===== src/rtl/dac_spi_responder.sv =====
// dac_spi_responder: SPI responder for the 16-bit DAC serial link.
// Every SPI input is oversampled in the clk domain. Frames are framed by an
// active-low nsync and carry data MSB first. The received word is committed
// to dac_code, and the previously committed code is shifted back on MISO.
//
// Handshake: there is no valid/ready pair. code_valid and frame_err are
// single-cycle, mutually exclusive strobes issued in the COMMIT cycle. A
// strobe is never stalled. dac_code holds its value until the next
// code_valid.
module dac_spi_responder #(
    parameter int                 DATA_W      = 16,
    parameter int                 SYNC_STAGES = 2,
    parameter logic [DATA_W-1:0]  RESET_CODE  = '0
) (
    input  logic              clk,
    input  logic              rst_n,
    input  logic              spi_sclk,
    input  logic              spi_nsync,
    input  logic              spi_mosi,
    output logic              spi_miso,
    output logic [DATA_W-1:0] dac_code,
    output logic              code_valid,
    output logic              frame_err,
    output logic              busy
);

    localparam int CNT_W = $clog2(DATA_W + 1);

    typedef enum logic [1:0] {
        IDLE   = 2'd0,
        SHIFT  = 2'd1,
        COMMIT = 2'd2
    } state_t;

    state_t state_q, state_d;

    logic [SYNC_STAGES-1:0] sclk_sync, nsync_sync, mosi_sync;
    logic                   sclk_hist, nsync_hist;
    logic [SYNC_STAGES:0]   flush;
    logic                   armed;
    logic [CNT_W-1:0]       bit_cnt;
    logic                   ovf;
    logic [DATA_W-1:0]      rx_shreg, tx_shreg;

    logic sclk_s, nsync_s, mosi_s;
    logic sclk_rise, sclk_fall, nsync_rise, nsync_fall, frame_start;

    assign sclk_s      = sclk_sync[SYNC_STAGES-1];
    assign nsync_s     = nsync_sync[SYNC_STAGES-1];
    assign mosi_s      = mosi_sync[SYNC_STAGES-1];
    assign sclk_rise   = sclk_s & ~sclk_hist;
    assign sclk_fall   = ~sclk_s & sclk_hist;
    assign nsync_rise  = nsync_s & ~nsync_hist;
    assign nsync_fall  = ~nsync_s & nsync_hist;
    // A frame may start only after a real high level on nsync has been seen
    // since reset. If nsync is held low across reset, no frame is started.
    assign frame_start = nsync_fall & armed;
    assign busy        = (state_q == SHIFT);

    // Input synchronizers and edge-history flops. Their reset values are the
    // idle line levels.
    always_ff @(posedge clk) begin
        if (!rst_n) begin
            sclk_sync  <= '0;
            nsync_sync <= '1;
            mosi_sync  <= '0;
            sclk_hist  <= 1'b0;
            nsync_hist <= 1'b1;
        end else begin
            sclk_sync  <= {sclk_sync[SYNC_STAGES-2:0], spi_sclk};
            nsync_sync <= {nsync_sync[SYNC_STAGES-2:0], spi_nsync};
            mosi_sync  <= {mosi_sync[SYNC_STAGES-2:0], spi_mosi};
            sclk_hist  <= sclk_s;
            nsync_hist <= nsync_s;
        end
    end

    // Arm frame detection once the synchronizer has flushed its reset value
    // and nsync is seen high.
    always_ff @(posedge clk) begin
        if (!rst_n) begin
            flush <= '0;
            armed <= 1'b0;
        end else begin
            flush <= {flush[SYNC_STAGES-1:0], 1'b1};
            if (flush[SYNC_STAGES] && nsync_s) begin
                armed <= 1'b1;
            end
        end
    end

    // FSM state register.
    always_ff @(posedge clk) begin
        if (!rst_n) begin
            state_q <= IDLE;
        end else begin
            state_q <= state_d;
        end
    end

    // Next-state logic.
    always_comb begin
        state_d = state_q;
        case (state_q)
            IDLE:    if (frame_start) state_d = SHIFT;
            SHIFT:   if (nsync_rise)  state_d = COMMIT;
            COMMIT:  state_d = IDLE;
            default: state_d = IDLE;
        endcase
    end

    // Datapath: the shift registers, the bit counter, the commit logic and
    // the registered outputs.
    always_ff @(posedge clk) begin
        if (!rst_n) begin
            bit_cnt    <= '0;
            ovf        <= 1'b0;
            rx_shreg   <= '0;
            tx_shreg   <= '0;
            dac_code   <= RESET_CODE;
            code_valid <= 1'b0;
            frame_err  <= 1'b0;
            spi_miso   <= 1'b0;
        end else begin
            code_valid <= 1'b0;
            frame_err  <= 1'b0;
            // MISO is driven only while the frame continues. It reads 0 in
            // IDLE and COMMIT.
            spi_miso   <= (state_q == SHIFT && state_d == SHIFT) ? tx_shreg[DATA_W-1] : 1'b0;
            case (state_q)
                IDLE: begin
                    if (frame_start) begin
                        bit_cnt  <= '0;
                        ovf      <= 1'b0;
                        tx_shreg <= dac_code;
                    end
                end
                SHIFT: begin
                    // An nsync rise discards any sclk edge seen in the same cycle.
                    if (!nsync_rise) begin
                        if (sclk_rise) begin
                            if (bit_cnt == CNT_W'(DATA_W)) begin
                                ovf <= 1'b1;
                            end else begin
                                rx_shreg <= {rx_shreg[DATA_W-2:0], mosi_s};
                                bit_cnt  <= bit_cnt + 1'b1;
                            end
                        end
                        if (sclk_fall) begin
                            tx_shreg <= {tx_shreg[DATA_W-2:0], 1'b0};
                        end
                    end
                end
                COMMIT: begin
                    if (bit_cnt == CNT_W'(DATA_W) && !ovf) begin
                        dac_code   <= rx_shreg;
                        code_valid <= 1'b1;
                    end else begin
                        frame_err  <= 1'b1;
                    end
                end
                default: ;
            endcase
        end
    end

endmodule


===== config.mk =====
export PLATFORM = sky130hd
export DESIGN_NAME = dac_spi_responder
export DESIGN_NICKNAME = d
export VERILOG_FILES = /design/src/rtl/dac_spi_responder.sv
export SDC_FILE = /design/constraint.sdc
export NUM_CORES = 1
export LEC_CHECK = 0
export BUFFER_PORTS_ARGS = -buffer_cell sky130_fd_sc_hd__buf_4
export CAP_MARGIN = 30
export CELL_PAD_IN_SITES_DETAIL_PLACEMENT = 1
export CELL_PAD_IN_SITES_GLOBAL_PLACEMENT = 1
export CORE_MARGIN = 10
export CORE_UTILIZATION = 40
export CTS_BUF_LIST = sky130_fd_sc_hd__clkbuf_8 sky130_fd_sc_hd__clkbuf_16
export CTS_CLUSTER_SIZE = 8
export DETAILED_ROUTE_END_ITERATION = 10
export GPL_TIMING_DRIVEN = 0
export PLACE_DENSITY = 0.77
export SLEW_MARGIN = 25
export SYNTH_ARGS = -nofsm -noshare
export SYNTH_HDL_FRONTEND = slang
export SYNTH_SLANG_ARGS = --single-unit

===== constraint.sdc =====
create_clock -name clk -period 3.3 [get_ports clk]
set_input_delay 0.66 -clock clk [delete_from_list [all_inputs] [get_ports clk]]
set_output_delay 0.66 -clock clk [all_outputs]
set_load 0.05 [all_outputs]

==> out/results.txt <==
status: finished clean
#FFs+latches synth: 71
diode count: 0
CP max FO: 10
vias in the first global route: 2354
leading area contributor after synthesis: dfxtp_1
FILL cells: 826
Setup WS post-layout: 0.908 ns
first-pass GRT wire length: 11.8 mm
achievable frequency: 418 MHz
vias: 2225
Layout area overhead: 17.2%
Clock Path Buffers: 2
Die Height: 104 µm
clk sinks: 71
nets: 342
RSZ-0062 raised after global routing: no
slew of the pin with the lowest slew margin: 0.692 ns
sequential-to-total area share from yosys stat: 50.5%
1st-pass router iterations: 4
TritonCTS clock tree: built
post-synth cell types: 39
pin count of the biggest net entering global routing: 14
Place WS: 1.23 ns
Worst-path clk slew: 0.08 ns
startpoint types: register
Final period util: 72.5%
H-tree Lvls: 3
post-CTS sizing: 0
cell count after synthesis: 300
Worst-Skew Late Latency: 0.35 ns
Port Buf Inserts: 24
Initial Util: 41.2%
crit path DAT: 1.73 ns
PD cells: 471 mW/mm²
CORE AREA: 0.00683 mm²
Synth top area share: 50.5%
total gr overflow: 0
fin. max-slew vios: 0
Critical Path Sink Type: output pin
Iter 0 DRT Violations: 64
syn_nets: 307
total power: 1550 µW
Worst VDD drop: 245 µV
Setup Crit Path Kind: register to output pin
CTS Hold Buffers Added: 0
final setup fails: 0
routed len/inst: 15.6 µm
fin crit period: 2.39 ns
cts bufs inserted: 9
DP HPWL: 4.90 mm
largest cells by area after synthesis: dfxtp_1 (51%), nand2_1 (8.5%), mux2i_1 (5.7%), a311oi_2 (5.3%), a21oi_1 (3.7%)
Yosys warning total: 0
Mean Syn Cell Area: 9.38 µm²
setup bufs post-CTS: 0
RePlAce Congestion: 0.801
chip width: 104 µm
layout cells sized above 1: 20.3%
TNS Setup: 0 ns
Worst EP required: 2.64 ns
max_cap viols: 0
clock tree root driver cell: clkbuf_8
antenna-violating nets left: 0
Lkg Pwr: 0.00111 µW
Routed WL: 6.80 mm
Fin. Hold Viols: 0
row count: 30
initial antenna violation count: 0
total track usage: 13.1%
Synth Cell Area: 0.00281 mm²
Post-Route Skew: 0.00851 ns
die area: 0.0108 mm²
Worst slew margin: 53.8%
Ports: 25
via/cell ratio: 5.10
DRC violations left: 0
Worst Hold Class: register to register
==> registers in the layout, indices dropped and copies added, names as in the netlist <==
register,flops
sclk_hist,1
sclk_sync,2
nsync_sync,2
frame_err,1
ovf,1
code_valid,1
rx_shreg,16
nsync_hist,1
flush,3
spi_miso,1
mosi_sync,2
state_q,2
armed,1
bit_cnt,5
dac_code,16
tx_shreg,16
==> cells in the mapped netlist <==
cell type and instances:
and2_1 9, nor4b_2 1, inv_1 4, and3_1 1, nor4_1 1, o21a_1 1
buf_8 1, buf_1 2, and2b_4 1, nand2b_2 1, buf_2 7, nor4b_1 2
nand2_1 64, nand3_1 9, buf_6 2, or3_1 1, nor3b_1 1, nand4bb_4 1
or4_1 2, and2b_1 1, a21oi_1 21, and4_1 1, nor3_1 17, a311oi_2 10
inv_2 1, dfxtp_1 71, a31oi_1 3, nand4_2 1, nor4b_4 1, or2_1 1
buf_12 1, nand2b_1 4, ha_1 2, mux2i_1 16, o211ai_1 1, nor2_1 22
clkbuf_1 9, a311oi_1 5, buf_4 1
==> where the power goes <==
group          total [µW]  internal [µW]  switching [µW]
clock                 638            295             343
sequential            869            865            4.23
combinational        43.5           15.2            28.3
==> metal layers <==
| metal | wire length, µm | vias up | part of all wire [%] | GRT usage (%) |
|---|---|---|---|---|
| li1 | - | 1101 | - | - |
| met5 | 0 | - | 0 | 0 |
| met3 | 146 | 8 | 2.1 | 2.60 |
| met4 | 103 | 0 | 1.5 | 5.67 |
| met1 | 3200 | 1089 | 47 | 15.7 |
| met2 | 3350 | 27 | 49 | 22.3 |
==> worst paths after layout <==
| check | startpoint | to | slack, ns | cells after the start |
|---|---|---|---|---|
| setup / recovery | state_q[1] | busy | 0.91 | 5 |
| hold reg to reg | nsync_sync[0] | nsync_sync[1] | 0.41 | 1 |
| setup reg to reg | bit_cnt[0] | dac_code[9] | 1.38 | 8 |
| hold / removal | nsync_sync[0] | nsync_sync[1] | 0.41 | 1 |
==> kinds of logic after synthesis <==
family | count (synthesis) | synth area share, %
and+or+nand+nor | 142 | 25.4
muxes | 16 | 5.69
DFF | 71 | 50.5
buffers and inverters | 28 | 5.69
adders and majority gates | 2 | 0.890
AOI/OAI and AO/OA | 41 | 11.8
==> area by class of cell <==
class / count / area, µm² / area share, %
repair buffers: 24 / 180 / 5.47
inverters: 5 / 18.8 / 0.569
well taps: 96 / 120 / 3.64
clock buffers: 10 / 138 / 4.18
flip-flops and latches: 71 / 1420 / 43.1
multi-input cells: 201 / 1230 / 37.4
clock inverters: 6 / 45.0 / 1.37
plain buffers: 23 / 141 / 4.29
==> placed cells by master (no fill, tap or decap), drive strengths merged <==
master,n
nand4bb,1
nor4,1
ha,2
nand2,64
mux2i,16
nor2,22
nor4b,4
or4,2
nor3,17
clkinvlp,3
a21oi,21
clkinv,2
and3,1
nand4,1
inv,6
clkbuf,19
o211ai,1
a31oi,3
o21a,1
nand3,9
and4,1
or2,1
and2b,2
nor3b,1
and2,9
dfxtp,71
buf,38
nand2b,5
a311oi,15
or3,1
==> worst max-delay path, cell delays in order (launching register included) <==
cell,delay (ns)
dfxtp_1,0.35
nand2b_2,0.24
inv_2,0.09
buf_2,0.22
buf_2,0.26
buf_4,0.24
==> per-stage QoR <==
stage	util, %	cells	hold WS (ns)	area (µm²)
floorplan	-	300	0.386	2810
global placement	45.6	420	0.395	3110
detailed placement	45.6	420	0.397	3110
CTS	48.2	436	0.417	3300
global route	48.2	436	0.433	3300
finish	48.2	436	0.412	3300
Power figures use the tool's default switching activity.
